==> src/rtl/mmio_uart_tx_pkg.sv <==
`default_nettype none
// ============================================================================
//  Module   : mmio_uart_tx_pkg
//  Purpose  : Shared constants and types for the memory-mapped UART
//             transmitter: register offsets, STATUS bit positions,
//             serializer state encoding and divisor clamp helper.
//  Revision : 1.0  initial release
// ============================================================================
package mmio_uart_tx_pkg;

    // Word offsets within the 16-byte register window (addr_in[3:2])
    localparam logic [1:0] c_OFF_DATA   = 2'd0;
    localparam logic [1:0] c_OFF_STATUS = 2'd1;
    localparam logic [1:0] c_OFF_CTRL   = 2'd2;

    // STATUS register bit positions
    localparam int c_ST_BUSY  = 0;
    localparam int c_ST_FULL  = 1;
    localparam int c_ST_EMPTY = 2;
    localparam int c_ST_OVF   = 3;

    // Smallest legal clocks-per-bit divisor
    localparam logic [15:0] c_MIN_DIV = 16'd2;

    typedef enum logic [1:0] {
        S_IDLE  = 2'd0,
        S_START = 2'd1,
        S_DATA  = 2'd2,
        S_STOP  = 2'd3
    } tx_state_t;

    // Software may write any divisor; values below the minimum are raised.
    function automatic logic [15:0] clamp_div(input logic [15:0] i_div);
        return (i_div < c_MIN_DIV) ? c_MIN_DIV : i_div;
    endfunction

endpackage
`default_nettype wire

==> src/rtl/mmio_uart_tx_if.sv <==
`default_nettype none
// ============================================================================
//  Module   : mmio_uart_tx_if
//  Purpose  : CPU data-memory bus bundle (ce/we/addr/sel/data).
//  Ports    : ce      - access valid
//             we      - 1 = write, 0 = read
//             addr_in - byte address
//             sel     - byte enables
//             data_i  - write data (master -> slave)
//             data_o  - read data  (slave -> master)
//  Revision : 1.0  initial release
// ============================================================================
interface mmio_uart_tx_if;
    logic        ce;
    logic        we;
    logic [31:0] addr_in;
    logic [3:0]  sel;
    logic [31:0] data_i;
    logic [31:0] data_o;

    modport master (output ce, we, addr_in, sel, data_i, input data_o);
    modport slave  (input ce, we, addr_in, sel, data_i, output data_o);
endinterface
`default_nettype wire

==> src/rtl/mmio_uart_tx_fifo.sv <==
`default_nettype none
// ============================================================================
//  Module   : uart_tx_fifo
//  Purpose  : 8-bit synchronous FIFO, DEPTH entries (power of two, >= 2).
//             Show-ahead: o_dout is valid whenever o_empty is low.
//  Ports    : clk, rst   - clock, synchronous active-high reset
//             i_push     - write i_din (accepted when not full, or when full
//                          and a pop happens in the same cycle)
//             i_pop      - discard head entry (ignored when empty)
//             o_dout     - head entry
//             o_full     - DEPTH entries held
//             o_empty    - no entries held
//             o_count    - occupancy 0..DEPTH
//  Revision : 1.0  initial release
// ============================================================================
module uart_tx_fifo #(
    parameter int DEPTH = 16
) (
    input  wire logic                     clk,
    input  wire logic                     rst,
    input  wire logic                     i_push,
    input  wire logic [7:0]               i_din,
    input  wire logic                     i_pop,
    output logic      [7:0]               o_dout,
    output logic                          o_full,
    output logic                          o_empty,
    output logic      [$clog2(DEPTH):0]   o_count
);
    localparam int AW = $clog2(DEPTH);

    logic [7:0]  r_mem [DEPTH];
    logic [AW:0] r_wr_ptr;
    logic [AW:0] r_rd_ptr;
    logic        w_full;
    logic        w_empty;
    logic        w_push_ok;
    logic        w_pop_ok;

    // Pointers carry an extra wrap bit so full and empty are distinguishable.
    assign w_empty   = (r_wr_ptr == r_rd_ptr);
    assign w_full    = (r_wr_ptr[AW] != r_rd_ptr[AW]) &&
                       (r_wr_ptr[AW-1:0] == r_rd_ptr[AW-1:0]);
    assign w_pop_ok  = i_pop & ~w_empty;
    // When full, a simultaneous pop frees the head slot, so the push fits.
    assign w_push_ok = i_push & (~w_full | w_pop_ok);

    always_ff @(posedge clk) begin
        if (rst) begin
            r_wr_ptr <= '0;
            r_rd_ptr <= '0;
        end else begin
            if (w_push_ok) r_wr_ptr <= r_wr_ptr + (AW+1)'(1);
            if (w_pop_ok)  r_rd_ptr <= r_rd_ptr + (AW+1)'(1);
        end
    end

    // Storage needs no reset; only pointer state defines validity.
    always_ff @(posedge clk) begin
        if (w_push_ok) r_mem[r_wr_ptr[AW-1:0]] <= i_din;
    end

    assign o_dout  = r_mem[r_rd_ptr[AW-1:0]];
    assign o_full  = w_full;
    assign o_empty = w_empty;
    assign o_count = r_wr_ptr - r_rd_ptr;

endmodule
`default_nettype wire

==> src/rtl/mmio_uart_tx.sv <==
`default_nettype none
// ============================================================================
//  Module   : mmio_uart_tx
//  Purpose  : Memory-mapped 8N1 UART transmitter with TX FIFO and a
//             TX-drained level interrupt.
//  Ports    : clk    - system clock
//             rst    - synchronous reset, active-high
//             bus    - CPU data-memory bus (slave modport)
//             txd    - serial output, idle high
//             irq_o  - registered IE & EMPTY & ~BUSY
//  Registers: 0x0 DATA   (W)  push data_i[7:0]
//             0x4 STATUS (RW) {cnt[7:4], OVF, EMPTY, FULL, BUSY}; W1C OVF
//             0x8 CTRL   (RW) {IE[31], DIV[15:0]}
//  Revision : 1.0  initial release
// ============================================================================
module mmio_uart_tx #(
    parameter logic [31:0] BASE_ADDR   = 32'h1000_0000,
    parameter int          FIFO_DEPTH  = 16,
    parameter logic [15:0] DEFAULT_DIV = 16'd868
) (
    input  wire logic           clk,
    input  wire logic           rst,
    mmio_uart_tx_if.slave       bus,
    output logic                txd,
    output logic                irq_o
);
    import mmio_uart_tx_pkg::*;

    localparam int c_CW = $clog2(FIFO_DEPTH) + 1;

    // ------------------------------------------------------------------
    // Bus decode
    // ------------------------------------------------------------------
    logic        w_hit;
    logic [1:0]  w_off;
    logic        w_wr;
    logic        w_push;

    assign w_hit  = bus.ce && (bus.addr_in[31:4] == BASE_ADDR[31:4]);
    assign w_off  = bus.addr_in[3:2];
    assign w_wr   = w_hit && bus.we && (bus.sel != 4'b0000);
    assign w_push = w_wr && (w_off == c_OFF_DATA);

    // ------------------------------------------------------------------
    // FIFO
    // ------------------------------------------------------------------
    logic [7:0]      w_fifo_dout;
    logic            w_fifo_full;
    logic            w_fifo_empty;
    logic [c_CW-1:0] w_fifo_count;
    logic            w_pop;

    uart_tx_fifo #(.DEPTH(FIFO_DEPTH)) u_fifo (
        .clk     (clk),
        .rst     (rst),
        .i_push  (w_push),
        .i_din   (bus.data_i[7:0]),
        .i_pop   (w_pop),
        .o_dout  (w_fifo_dout),
        .o_full  (w_fifo_full),
        .o_empty (w_fifo_empty),
        .o_count (w_fifo_count)
    );

    // ------------------------------------------------------------------
    // Control / status registers
    // ------------------------------------------------------------------
    logic [15:0] r_div;
    logic        r_ie;
    logic        r_ovf;
    logic        r_irq;
    logic        w_busy;

    always_ff @(posedge clk) begin
        if (rst) begin
            r_div <= DEFAULT_DIV;
            r_ie  <= 1'b0;
            r_ovf <= 1'b0;
            r_irq <= 1'b0;
        end else begin
            if (w_wr && (w_off == c_OFF_CTRL)) begin
                r_div <= clamp_div(bus.data_i[15:0]);
                r_ie  <= bus.data_i[31];
            end
            // A push is lost only if full and no pop frees a slot this cycle.
            if (w_push && w_fifo_full && !w_pop)
                r_ovf <= 1'b1;
            else if (w_wr && (w_off == c_OFF_STATUS) && bus.data_i[c_ST_OVF])
                r_ovf <= 1'b0;
            r_irq <= r_ie & w_fifo_empty & ~w_busy;
        end
    end

    assign irq_o = r_irq;

    // ------------------------------------------------------------------
    // Serializer FSM
    // ------------------------------------------------------------------
    tx_state_t   r_state;
    tx_state_t   w_state_nxt;
    logic [7:0]  r_shift;
    logic [7:0]  w_shift_nxt;
    logic [15:0] r_cur_div;
    logic [15:0] w_cur_div_nxt;
    logic [15:0] r_cnt;
    logic [15:0] w_cnt_nxt;
    logic [2:0]  r_idx;
    logic [2:0]  w_idx_nxt;
    logic        w_cnt_done;
    logic        w_txd;

    assign w_busy     = (r_state != S_IDLE);
    assign w_cnt_done = (r_cnt == 16'd0);

    always_ff @(posedge clk) begin
        if (rst) begin
            r_state   <= S_IDLE;
            r_shift   <= 8'h00;
            r_cur_div <= DEFAULT_DIV;
            r_cnt     <= 16'd0;
            r_idx     <= 3'd0;
        end else begin
            r_state   <= w_state_nxt;
            r_shift   <= w_shift_nxt;
            r_cur_div <= w_cur_div_nxt;
            r_cnt     <= w_cnt_nxt;
            r_idx     <= w_idx_nxt;
        end
    end

    // r_cnt counts down the remaining cycles of the current bit; each bit
    // lasts r_cur_div cycles because the count is reloaded with div-1.
    always_comb begin
        w_state_nxt   = r_state;
        w_shift_nxt   = r_shift;
        w_cur_div_nxt = r_cur_div;
        w_cnt_nxt     = r_cnt;
        w_idx_nxt     = r_idx;
        w_pop         = 1'b0;
        w_txd         = 1'b1;
        case (r_state)
            S_IDLE: begin
                // Divisor is latched here so mid-frame CTRL writes only
                // affect the next frame.
                if (!w_fifo_empty) begin
                    w_pop         = 1'b1;
                    w_shift_nxt   = w_fifo_dout;
                    w_cur_div_nxt = r_div;
                    w_cnt_nxt     = r_div - 16'd1;
                    w_state_nxt   = S_START;
                end
            end
            S_START: begin
                w_txd = 1'b0;
                if (w_cnt_done) begin
                    w_state_nxt = S_DATA;
                    w_idx_nxt   = 3'd0;
                    w_cnt_nxt   = r_cur_div - 16'd1;
                end else begin
                    w_cnt_nxt = r_cnt - 16'd1;
                end
            end
            S_DATA: begin
                w_txd = r_shift[0];
                if (w_cnt_done) begin
                    w_shift_nxt = {1'b0, r_shift[7:1]};
                    w_cnt_nxt   = r_cur_div - 16'd1;
                    if (r_idx == 3'd7) w_state_nxt = S_STOP;
                    else               w_idx_nxt   = r_idx + 3'd1;
                end else begin
                    w_cnt_nxt = r_cnt - 16'd1;
                end
            end
            S_STOP: begin
                w_txd = 1'b1;
                if (w_cnt_done) w_state_nxt = S_IDLE;
                else            w_cnt_nxt   = r_cnt - 16'd1;
            end
            default: w_state_nxt = S_IDLE;
        endcase
    end

    assign txd = w_txd;

    // ------------------------------------------------------------------
    // Read mux: combinational, side-effect free
    // ------------------------------------------------------------------
    logic [31:0] w_count32;
    logic [3:0]  w_cnt_sat;
    logic [31:0] w_rdata;

    assign w_count32 = 32'(w_fifo_count);
    assign w_cnt_sat = (w_count32 > 32'd15) ? 4'hF : w_count32[3:0];

    always_comb begin
        w_rdata = 32'h0;
        if (w_hit && !bus.we) begin
            case (w_off)
                c_OFF_STATUS: w_rdata = {24'h0, w_cnt_sat, r_ovf, w_fifo_empty,
                                         w_fifo_full, w_busy};
                c_OFF_CTRL:   w_rdata = {r_ie, 15'h0, r_div};
                default:      w_rdata = 32'h0;
            endcase
        end
    end

    assign bus.data_o = w_rdata;

    // Address byte-lane bits and reserved CTRL bits carry no meaning here.
    logic w_unused;
    assign w_unused = &{1'b0, bus.addr_in[1:0], bus.data_i[30:16]};

endmodule
`default_nettype wire

==> src/flat_wrapper.sv <==
// flat-port wrapper written by rule: the top's interface ports become plain ports
module mmio_uart_tx_flat import mmio_uart_tx_pkg::*;
#(
    parameter logic [31:0] BASE_ADDR   = 32'h1000_0000,
    parameter int          FIFO_DEPTH  = 16,
    parameter logic [15:0] DEFAULT_DIV = 16'd868
)
  (clk, rst, txd, irq_o, bus_ce, bus_we, bus_addr_in, bus_sel, bus_data_i, bus_data_o);
  mmio_uart_tx_if bus_i ();
  input  wire logic clk;
  input  wire logic rst;
  output logic txd;
  output logic irq_o;
  input wire logic [$bits(bus_i.ce)-1:0] bus_ce;
  input wire logic [$bits(bus_i.we)-1:0] bus_we;
  input wire logic [$bits(bus_i.addr_in)-1:0] bus_addr_in;
  input wire logic [$bits(bus_i.sel)-1:0] bus_sel;
  input wire logic [$bits(bus_i.data_i)-1:0] bus_data_i;
  output wire logic [$bits(bus_i.data_o)-1:0] bus_data_o;
  assign bus_i.ce = bus_ce;
  assign bus_i.we = bus_we;
  assign bus_i.addr_in = bus_addr_in;
  assign bus_i.sel = bus_sel;
  assign bus_i.data_i = bus_data_i;
  assign bus_data_o = bus_i.data_o;
  mmio_uart_tx #(.BASE_ADDR(BASE_ADDR), .FIFO_DEPTH(FIFO_DEPTH), .DEFAULT_DIV(DEFAULT_DIV)) u_core (.clk(clk), .rst(rst), .bus(bus_i), .txd(txd), .irq_o(irq_o));
endmodule
==> config.mk <==
export PLATFORM = sky130hd
export DESIGN_NAME = mmio_uart_tx_flat
export DESIGN_NICKNAME = d
export VERILOG_FILES = /design/src/rtl/mmio_uart_tx_pkg.sv /design/src/rtl/mmio_uart_tx_if.sv /design/src/rtl/mmio_uart_tx_fifo.sv /design/src/rtl/mmio_uart_tx.sv /design/src/flat_wrapper.sv
export SDC_FILE = /design/constraint.sdc
export NUM_CORES = 1
export LEC_CHECK = 0
export CORE_ASPECT_RATIO = 2
export CORE_UTILIZATION = 58
export DETAILED_ROUTE_END_ITERATION = 12
export DONT_BUFFER_PORTS = 1
export PLACE_DENSITY = 0.75
export SLEW_MARGIN = 25
export SYNTH_ARGS = -nofsm -noshare
export SYNTH_HDL_FRONTEND = slang
export SYNTH_SLANG_ARGS = --single-unit
export TNS_END_PERCENT = 100
==> constraint.sdc <==
create_clock -name clk -period 2.3 [get_ports clk]
set_input_delay 0.23 -clock clk [delete_from_list [all_inputs] [get_ports clk]]
set_output_delay 0.23 -clock clk [all_outputs]
set_load 0.05 [all_outputs]
==> metrics.csv, run 1 <==
metric,value,unit
Slew headroom,0.438,
die height,186,um
VDD IR max,0.000783,V
max-cap violation count,0,
Clock Skews,0.0251,ns
R2R Path End,u_core.r_cnt[15],
CP arrival,2.46,ns
Worst setup endpoint,bus_data_o[7],
dpl hpwl,19.4,mm
initial antenna violation count,3,
post-synthesis cell type count,63,
Ports,106,
CTS tree,built,
DRT antenna net count,0,
TritonRoute pass-1 iters,4,
max-slew violations,0,
Startpoint Class,register,
placed cells,1109,
largest net degree at the start of global routing,53,
vias,7486,
die area,17400,um2
failing checks,setup timing,
# clock sinks,206,
r2r startpoint,u_core.r_cur_div[6],
Worst Slack Setup Final,-0.387,ns
synthesized flop and latch total,206,
power per cell area,949,nW/um2
syn avg cell area,11.6,um2
Syn Inst Count,842,
Initial Util,0.598,
final WL,28.7,mm
Global Route Usage Sum,0.334,
Layout Cell Area excl Fill,12000,um2
leakage,4.21,nW
TritonCTS Buffers,19,
slack of the worst reg-to-reg path,-0.15,ns
min-delay worst type,primary input to register,
core area,16400,um2
Post-DP Area,10800,um2
total power,11.4,mW
fmax,372,MHz
nets,1046,
post-route clock period utilization,1.17,
"most common cell after layout, fill and taps aside",edfxtp_1,
Clock Path Buffers,3,
setup violators final,16,
Port Buffers,0,
CP endpoint kind,output pin,
crit path kind,register to output pin,
ys flop type,edfxtp_1,
ys async rst share,0,
GRT overflow,0,
number of global-route vias before repair,7770,
fill count,1095,
final instance count without filler cells,1168,
CP startpoint,u_core.u_fifo.r_wr_ptr[0],
most frequent cells in the layout,"128 x edfxtp_1, 99 x buf_4, 73 x nand2_1",
first-pass GRT wire length,42.3,mm
detailed-route wire length per cell,24.6,um
cell area after synthesis,9770,um2
htree depth,1,
status,"finished, violations left",
Final Critical Period,2.69,ns
drt first-iter violations,426,
layout cell share with drive strength beyond 1,0.261,
register area share after synthesis,0.553,
Die X-Extent,93.8,um
clock tree root driver cell,clkbuf_16,
worst slew pin tran,0.840,ns
clock latency on the worst-skew pair,0.49,ns
"Req. time, crit path",2.07,ns
DR vias/cell,6.41,
worst-path fanout max,4,
Worst R2R Path Depth,6,
area grow syn2layout,22.6,%
endpoints failing hold,0,
Worst-path clk slew,0.07,ns
drt drc,0,
YS warnings,0,
Cell Rows,66,
RSZ-0062 raised after global routing,yes,
RD Place Congestion,0.907,
Post-synth EDFFs,128,
[area by class of cell]
| class | count | area [um2] | share of cell area |
|---|---|---|---|
| clock buffers | 21 | 483 | 0.0403 |
| repair buffers | 137 | 1240 | 0.103 |
| multi-input cells | 560 | 4380 | 0.365 |
| flip-flops and latches | 206 | 5420 | 0.452 |
| inverters | 26 | 97.6 | 0.00814 |
| clock inverters | 11 | 110 | 0.00919 |
| well taps | 204 | 255 | 0.0213 |
| diodes | 3 | 7.51 | 0.000626 |
[flip-flops by register name (all words and copies together), names as in the netlist, 2 cells and up, named ones only]
name                    count
u_core.r_shift              8
u_core.r_div               16
u_core.r_idx                3
u_core.u_fifo.r_rd_ptr      5
u_core.r_state              2
u_core.u_fifo.r_wr_ptr      5
u_core.r_cur_div           16
u_core.r_cnt               16
u_core.u_fifo.r_mem       128
[worst min-delay path by stage]
stage,startpoint,depth (start not counted),to,slack [ns]
6_report,rst,2,u_core.r_cnt[9],0.01
2_1_floorplan,bus_data_i[0],0,u_core.u_fifo.r_mem[0][0],0.33
5_1_grt,rst,2,u_core.r_cnt[11],0.02
3_3_place_gp,rst,1,u_core.r_shift[7],0.31
4_1_cts,rst,2,u_core.r_cnt[9],0.01
3_5_place_dp,rst,1,u_core.r_cur_div[4],0.31
[worst max-delay path, stage by stage (launching register included)]
cell and delay [ns]:
dfxtp_2 0.33, inv_2 0.07, ha_4 0.12, inv_2 0.04, fa_2 0.34, a21o_1 0.18
a21oi_2 0.18, xnor2_2 0.21, o21ai_2 0.14, a21oi_4 0.19, buf_12 0.16
[cell families (layout without fill, tap and decap cells)]
| group | Yosys count | count (layout) | share of synthesized area |
|---|---|---|---|
| multiplexers | 46 | 46 | 0.0881 |
| buffers and inverters | 90 | 195 | 0.0417 |
| XOR/XNOR | 41 | 41 | 0.0367 |
| other | 1 | 18 | 0.000384 |
| AO/OA/AOI/OAI | 150 | 150 | 0.104 |
| flip-flops | 206 | 206 | 0.553 |
| AND/OR/NAND/NOR | 284 | 284 | 0.145 |
| adder cells (fa/ha/maj) | 24 | 24 | 0.0315 |
[repair_timing]
| action | CTS | global route |
|---|---|---|
| endpoints found under the setup margin | 114 | 117 |
| buffers inserted | 5 | 1 |
| gates resized for setup | 51 | 39 |
| hold buffers | 18 | 0 |
| pin swaps | 22 | 17 |
| hold endpoints to repair | 186 | 0 |
[power by group]
part           switching (mW)  internal (mW)
registers               0.209           4.10
clock network            1.32           1.74
logic                    2.26           1.74
[per-layer routing]
metal  wire length (um)  global-route usage  vias to the layer above
met3               1520              0.0600                      124
met5                  0                   0                        -
met1               8810               0.306                     3729
met2              15900               0.622                      298
li1                   -                   -                     3335
met4               2420               0.267                        0
[cells in the mapped netlist, drive strengths merged (2+ instances only)]
library cell / count / area share
nor4b: 2 / 0.0033
nor3: 20 / 0.010
or4: 9 / 0.0077
xnor2: 21 / 0.019
xor2: 20 / 0.018
mux4: 32 / 0.074
o31ai: 5 / 0.0038
or2: 3 / 0.0019
or3: 6 / 0.0038
o32ai: 3 / 0.0027
nand2: 77 / 0.030
inv: 26 / 0.010
a211oi: 14 / 0.011
a221oi: 5 / 0.0045
a221o: 4 / 0.0041
nand4: 13 / 0.0083
o211ai: 4 / 0.0031
o22ai: 2 / 0.0013
o21ai: 14 / 0.0072
nor3b: 3 / 0.0023
ha: 23 / 0.029
a21boi: 3 / 0.0023
buf: 29 / 0.018
o41ai: 3 / 0.0027
a21oi: 53 / 0.027
clkbuf: 35 / 0.013
nand3b: 3 / 0.0023
nor2: 85 / 0.033
nand2b: 2 / 0.0013
nor4: 18 / 0.015
o221ai: 10 / 0.0090
a22oi: 13 / 0.010
edfxtp: 128 / 0.39
and2: 11 / 0.0070
a32o: 5 / 0.0052
dfxtp: 78 / 0.16
mux2i: 14 / 0.014
nand3: 18 / 0.0092
and3: 2 / 0.0013
nor2b: 9 / 0.0058
a21o: 4 / 0.0031
[through the flow]
stage | worst slack, ns | hold WS (ns) | TNS (ns) | util
6_report | -0.387 | 0.0135 | -2.45 | 0.733
5_1_grt | -0.451 | 0.0171 | -4.43 | 0.733
4_1_cts | -0.398 | 0.0129 | -1.73 | 0.722
3_5_place_dp | -0.239 | 0.309 | -17.00 | 0.658
3_3_place_gp | -0.101 | 0.308 | -5.71 | 0.658
2_1_floorplan | -0.207 | 0.329 | -4.05 | -
Note: power is estimated with default switching activity, not from simulation.
==> run 2, diff against run 1 <==
Settings changed: BUFFER_PORTS_ARGS set to -buffer_cell sky130_fd_sc_hd__buf_2, CORE_UTILIZATION 58 to 53, DONT_BUFFER_PORTS 1 to not set, SETUP_SLACK_MARGIN set to 0.2.
==> run 2 against run 1 <==
The flow finishes with violations (DRC, setup timing). Sequential power about the same. Final cell count increased by 7.7%. Worst hold slack gained 0.066 ns. Flip-flop and latch count unchanged. Worst setup slack gained 0.11 ns. Critical endpoint is now bus_data_o[4].
==> metrics.csv, run 2 (synthesized netlist as in run 1, its figures left out) <==
metric,value,unit
clock latency on the worst-skew pair,0.50,ns
number of global-route vias before repair,7580,
max-slew violations,0,
most frequent cells in the layout,"128 x edfxtp_1, 111 x buf_4, 73 x nand2_1",
worst slew pin tran,0.545,ns
max-cap violation count,0,
Hold Startpoint,bus_data_i[15],
layout cell share with drive strength beyond 1,0.369,
Clock Path Buffers,3,
failing checks,"DRC, setup timing",
min-delay worst type,primary input to register,
largest net degree at the start of global routing,29,
CP arrival,2.35,ns
Port Buffers,73,
Hold Path Depth,3,
DR vias/cell,5.98,
Die X-Extent,98.0,um
register area,5430,um2
placed cells,1172,
nets,1128,
Slew headroom,0.636,
total power,12.1,mW
first-pass GRT wire length,40.4,mm
setup violators final,6,
drt first-iter violations,359,
Worst R2R Path Depth,6,
GRT overflow,0,
Worst Slack Setup Final,-0.277,ns
Layout Cell Area excl Fill,12900,um2
multi-input logic area,4600,um2
"Req. time, crit path",2.07,ns
worst-path fanout max,4,
detailed-route wire length per cell,22.1,um
final instance count without filler cells,1258,
leakage,4.66,nW
# diodes,0,
worst hold slack,0.0797,ns
WP depth,10,
Ports,106,
total negative slack,-1.15,ns
area grow syn2layout,31.8,%
"most common cell after layout, fill and taps aside",edfxtp_1,
Worst path top cell family by delay,compound AO/OA/AOI/OAI gates,
die height,194,um
endpoints failing hold,0,
power per cell area,942,nW/um2
Crit-path slowest cell,fa_2,
dpl hpwl,19.3,mm
crit path cell chain,"inv_2, ha_4, inv_2, fa_2, a21o_1, a21oi_2, xnor2_2, o21ai_2, a21oi_4, buf_6",
status,"finished, violations left",
die area,19000,um2
fill count,1189,
Post-DP Area,11300,um2
CTS tree,built,
htree depth,1,
Hold Path End,u_core.r_div[15],
slack of the worst reg-to-reg path,-0.02,ns
core area,17900,um2
Buffers & Inverters on Critical Path,3,
R2R Path End,u_core.r_cnt[15],
Global Route Usage Sum,0.283,
"most used cell, CP",inv_2,
VDD IR max,0.000740,V
Final Critical Period,2.58,ns
CP endpoint kind,output pin,
Worst-path clk slew,0.07,ns
initial antenna violation count,0,
final core occ,0.721,
post-route clock period utilization,1.12,
RSZ-0062 raised after global routing,yes,
TritonRoute pass-1 iters,9,
TritonCTS Buffers,19,
Clock Skews,0.0253,ns
drt drc,4,
clock tree root driver cell,clkbuf_16,
final WL,27.7,mm
vias,7525,
fmax,388,MHz
Cell Rows,69,
setup slack at placement,-0.0528,ns
crit path kind,register to output pin,
r2r startpoint,u_core.r_cur_div[8],
max reg flops,128,
max incr delay on CP,0.33,ns
Startpoint Class,register,
RD Place Congestion,0.920,
# clock sinks,206,
DRT antenna net count,0,
Initial Util,0.547,
==> run 2: worst max path at each step <==
stage                                         start  slack (ns)          endpoint
final                     u_core.u_fifo.r_wr_ptr[0]       -0.28     bus_data_o[4]
after global routing      u_core.u_fifo.r_wr_ptr[0]       -0.37     bus_data_o[4]
after CTS                 u_core.u_fifo.r_wr_ptr[0]       -0.28     bus_data_o[4]
after detailed placement  u_core.u_fifo.r_rd_ptr[2]       -0.05  u_core.r_cnt[12]
after global placement    u_core.u_fifo.r_rd_ptr[2]      -0.008  u_core.r_cnt[13]
after floorplan                 u_core.r_cur_div[6]       -0.03  u_core.r_cnt[15]
==> run 2: power by group <==
part | leakage, nW | switching [mW] | internal, mW
clock | 0.279 | 1.41 | 1.58
sequential | 1.79 | 0.193 | 4.10
combinational | 2.59 | 2.50 | 2.34
total | 4.66 | 4.10 | 8.03
==> run 2: layout make-up <==
| cell class | instances | area share |
|---|---|---|
| flip-flops and latches | 206 | 0.422 |
| inverters | 26 | 0.00777 |
| clock inverters | 13 | 0.00709 |
| repair buffers | 219 | 0.147 |
| well taps | 213 | 0.0207 |
| clock buffers | 21 | 0.0383 |
| multi-input cells | 560 | 0.358 |
==> run 2: per-layer routing <==
layer,GRT usage,routed length (um),vias to the layer above
met5,0,0,-
met4,0.208,2100,0
met3,0.0324,1090,136
met2,0.548,15900,278
met1,0.261,8660,3610
li1,-,-,3501
==> run 2: worst register-to-register path: stages (launching register included) <==
cell	delay [ns]
dfxtp_2	0.33
or4_4	0.54
or4_4	0.50
nor4b_4	0.24
xor2_1	0.09
a221o_1	0.29
a32o_2	0.23
==> run 2: what timing repair did <==
item                                   in CTS  in global routing
endpoints found under the hold margin       9                  0
gates resized for setup                    69                 58
buffers inserted                           11                 30
hold buffers                                9                  0
setup endpoints to repair                 159                173
gates cloned                                0                  2
pin swaps                                  22                 28
==> run 3, diff against run 2 <==
Settings changed: SETUP_SLACK_MARGIN 0.2 to 0.4.
==> run 3 against run 2 <==
The flow still finishes with violations (DRC, setup timing). Sequential share of layout area decreased by 2.3 points. Fmax decreased by 7.6%. Critical path depth unchanged. Core utilization increased by 4.3 points. Die area unchanged. Worst setup slack got worse by 0.21 ns. Clock skew decreased by 0.016 ns. Largest cell class unchanged.
==> metrics.csv, run 3 (synthesized netlist as in run 1, its figures left out) <==
metric,value,unit
status,"finished, violations left",
failing checks,"DRC, setup timing",
htree depth,1,
drt first-iter violations,456,
die area,19000,um2
Seq pwr share,0.327,
worst-path fanout max,4,
number of global-route vias before repair,7899,
Ports,106,
Worst Slack Setup Final,-0.488,ns
worst hold slack,0.0192,ns
nets,1139,
total power,13.2,mW
VDD IR max,0.000659,V
combinational share of power,0.432,
crit path kind,register to output pin,
final instance count without filler cells,1268,
most frequent cells in the layout,"128 x edfxtp_1, 103 x buf_4, 60 x nor2_1, 60 x dfxtp_1, 56 x nand2_1",
Initial Util,0.547,
"most common cell after layout, fill and taps aside",edfxtp_1,
initial antenna violation count,0,
DR vias/cell,6.34,
TritonRoute pass-1 iters,9,
worst slew pin tran,0.762,ns
RD Place Congestion,0.931,
final WL,31.6,mm
CP arrival,2.56,ns
CTS tree,built,
layout cell share with drive strength beyond 1,0.458,
die height,194,um
max reg flops,128,
core area,17900,um2
Clock Skews,0.00931,ns
total negative slack,-1.95,ns
vias,8044,
Startpoint Class,register,
power per cell area,964,nW/um2
dpl hpwl,19.2,mm
Worst-path clk slew,0.07,ns
Slew headroom,0.491,
first-pass GRT wire length,42.7,mm
GRT overflow,0,
Hold Path Depth,2,
endpoints failing hold,0,
Layout Cell Area excl Fill,13700,um2
Worst R2R Path Depth,6,
setup violators final,6,
drt drc,4,
Global Route Usage Sum,0.299,
Die X-Extent,98.0,um
final core occ,0.764,
area grow syn2layout,39.7,%
clock tree root driver cell,clkbuf_16,
P_int,8.68,mW
max-cap violation count,0,
Port Buffers,73,
Cell Rows,69,
RSZ-0062 raised after global routing,yes,
TritonCTS Buffers,18,
detailed-route wire length per cell,24.9,um
# clock sinks,206,
Final Critical Period,2.79,ns
largest net degree at the start of global routing,32,
clock latency on the worst-skew pair,0.49,ns
post-route clock period utilization,1.21,
leakage,4.84,nW
fmax,359,MHz
P_sw,4.49,mW
setup slack at placement,-0.0452,ns
Clock Path Buffers,3,
max-slew violations,0,
Post-DP Area,11200,um2
switching fraction of total power,0.341,
min-delay worst type,primary input to register,
Clock Power Share,0.241,
CP endpoint kind,output pin,
# diodes,0,
DRT antenna net count,0,
"Req. time, crit path",2.07,ns
placed cells,1153,
[run 3: cell types whose count changed in the layout (fill, tap and decap cells not counted), sizes merged]
cell	change
clkinvlp	-2
dlygate4sd3	-7
clkinv	-2
bufinv	+3
clkbuf	+2
bufbuf	+1
buf	+19
inv	-4
[run 3: final timing paths]
path / from / to / slack [ns]
worst max register to register: u_core.r_cur_div[6] / u_core.r_cnt[15] / -0.01
worst min register to register: u_core.r_idx[2] / u_core.r_idx[2] / 0.46
worst min-delay path: bus_data_i[8] / u_core.r_div[8] / 0.02
worst max-delay path: u_core.u_fifo.r_wr_ptr[0] / bus_data_o[6] / -0.49
[run 3: layout make-up]
type | instances | area [um2]
Clock buffer | 24 | 494
Sequential cell | 206 | 5450
Multi-Input combinational cell | 560 | 5080
Clock inverter | 8 | 118
Fill cell | 1011 | 4220
Tap cell | 213 | 267
Inverter | 26 | 103
Timing Repair Buffer | 231 | 2150
[run 3: routing by layer]
layer / GRT usage / part of all wire / vias up
li1: - / - / 3519
met1: 0.274 / 0.30 / 3924
met2: 0.588 / 0.56 / 425
met3: 0.0324 / 0.055 / 176
met4: 0.213 / 0.086 / 0
met5: 0 / 0 / -
[run 3: power by group through the flow]
stage                     combinational [mW]  clock (mW)  sequential, mW
after floorplan                         2.54           0            4.30
after global placement                  3.69           0            4.30
after detailed placement                3.74           0            4.31
after CTS                               4.61        3.20            4.28
after global routing                    5.96        3.35            4.32
final                                   5.68        3.17            4.31
[run 3: timing repair]
item	4_1_cts	5_1_grt
endpoints found under the hold margin	2	0
buffers inserted	49	29
hold buffers	2	0
pin swaps	43	84
cloned	2	1
endpoints found under the setup margin	196	194
gates resized for setup	111	160
[run 3: worst max-delay path, cell delays in order (launching register included)]
cell     delay (ns)
dfxtp_2        0.34
inv_2          0.08
ha_4           0.13
inv_2          0.04
fa_2           0.36
a21o_1         0.19
a21oi_2        0.16
xnor2_2        0.18
o21ai_1        0.20
a21oi_4        0.22
buf_6          0.18
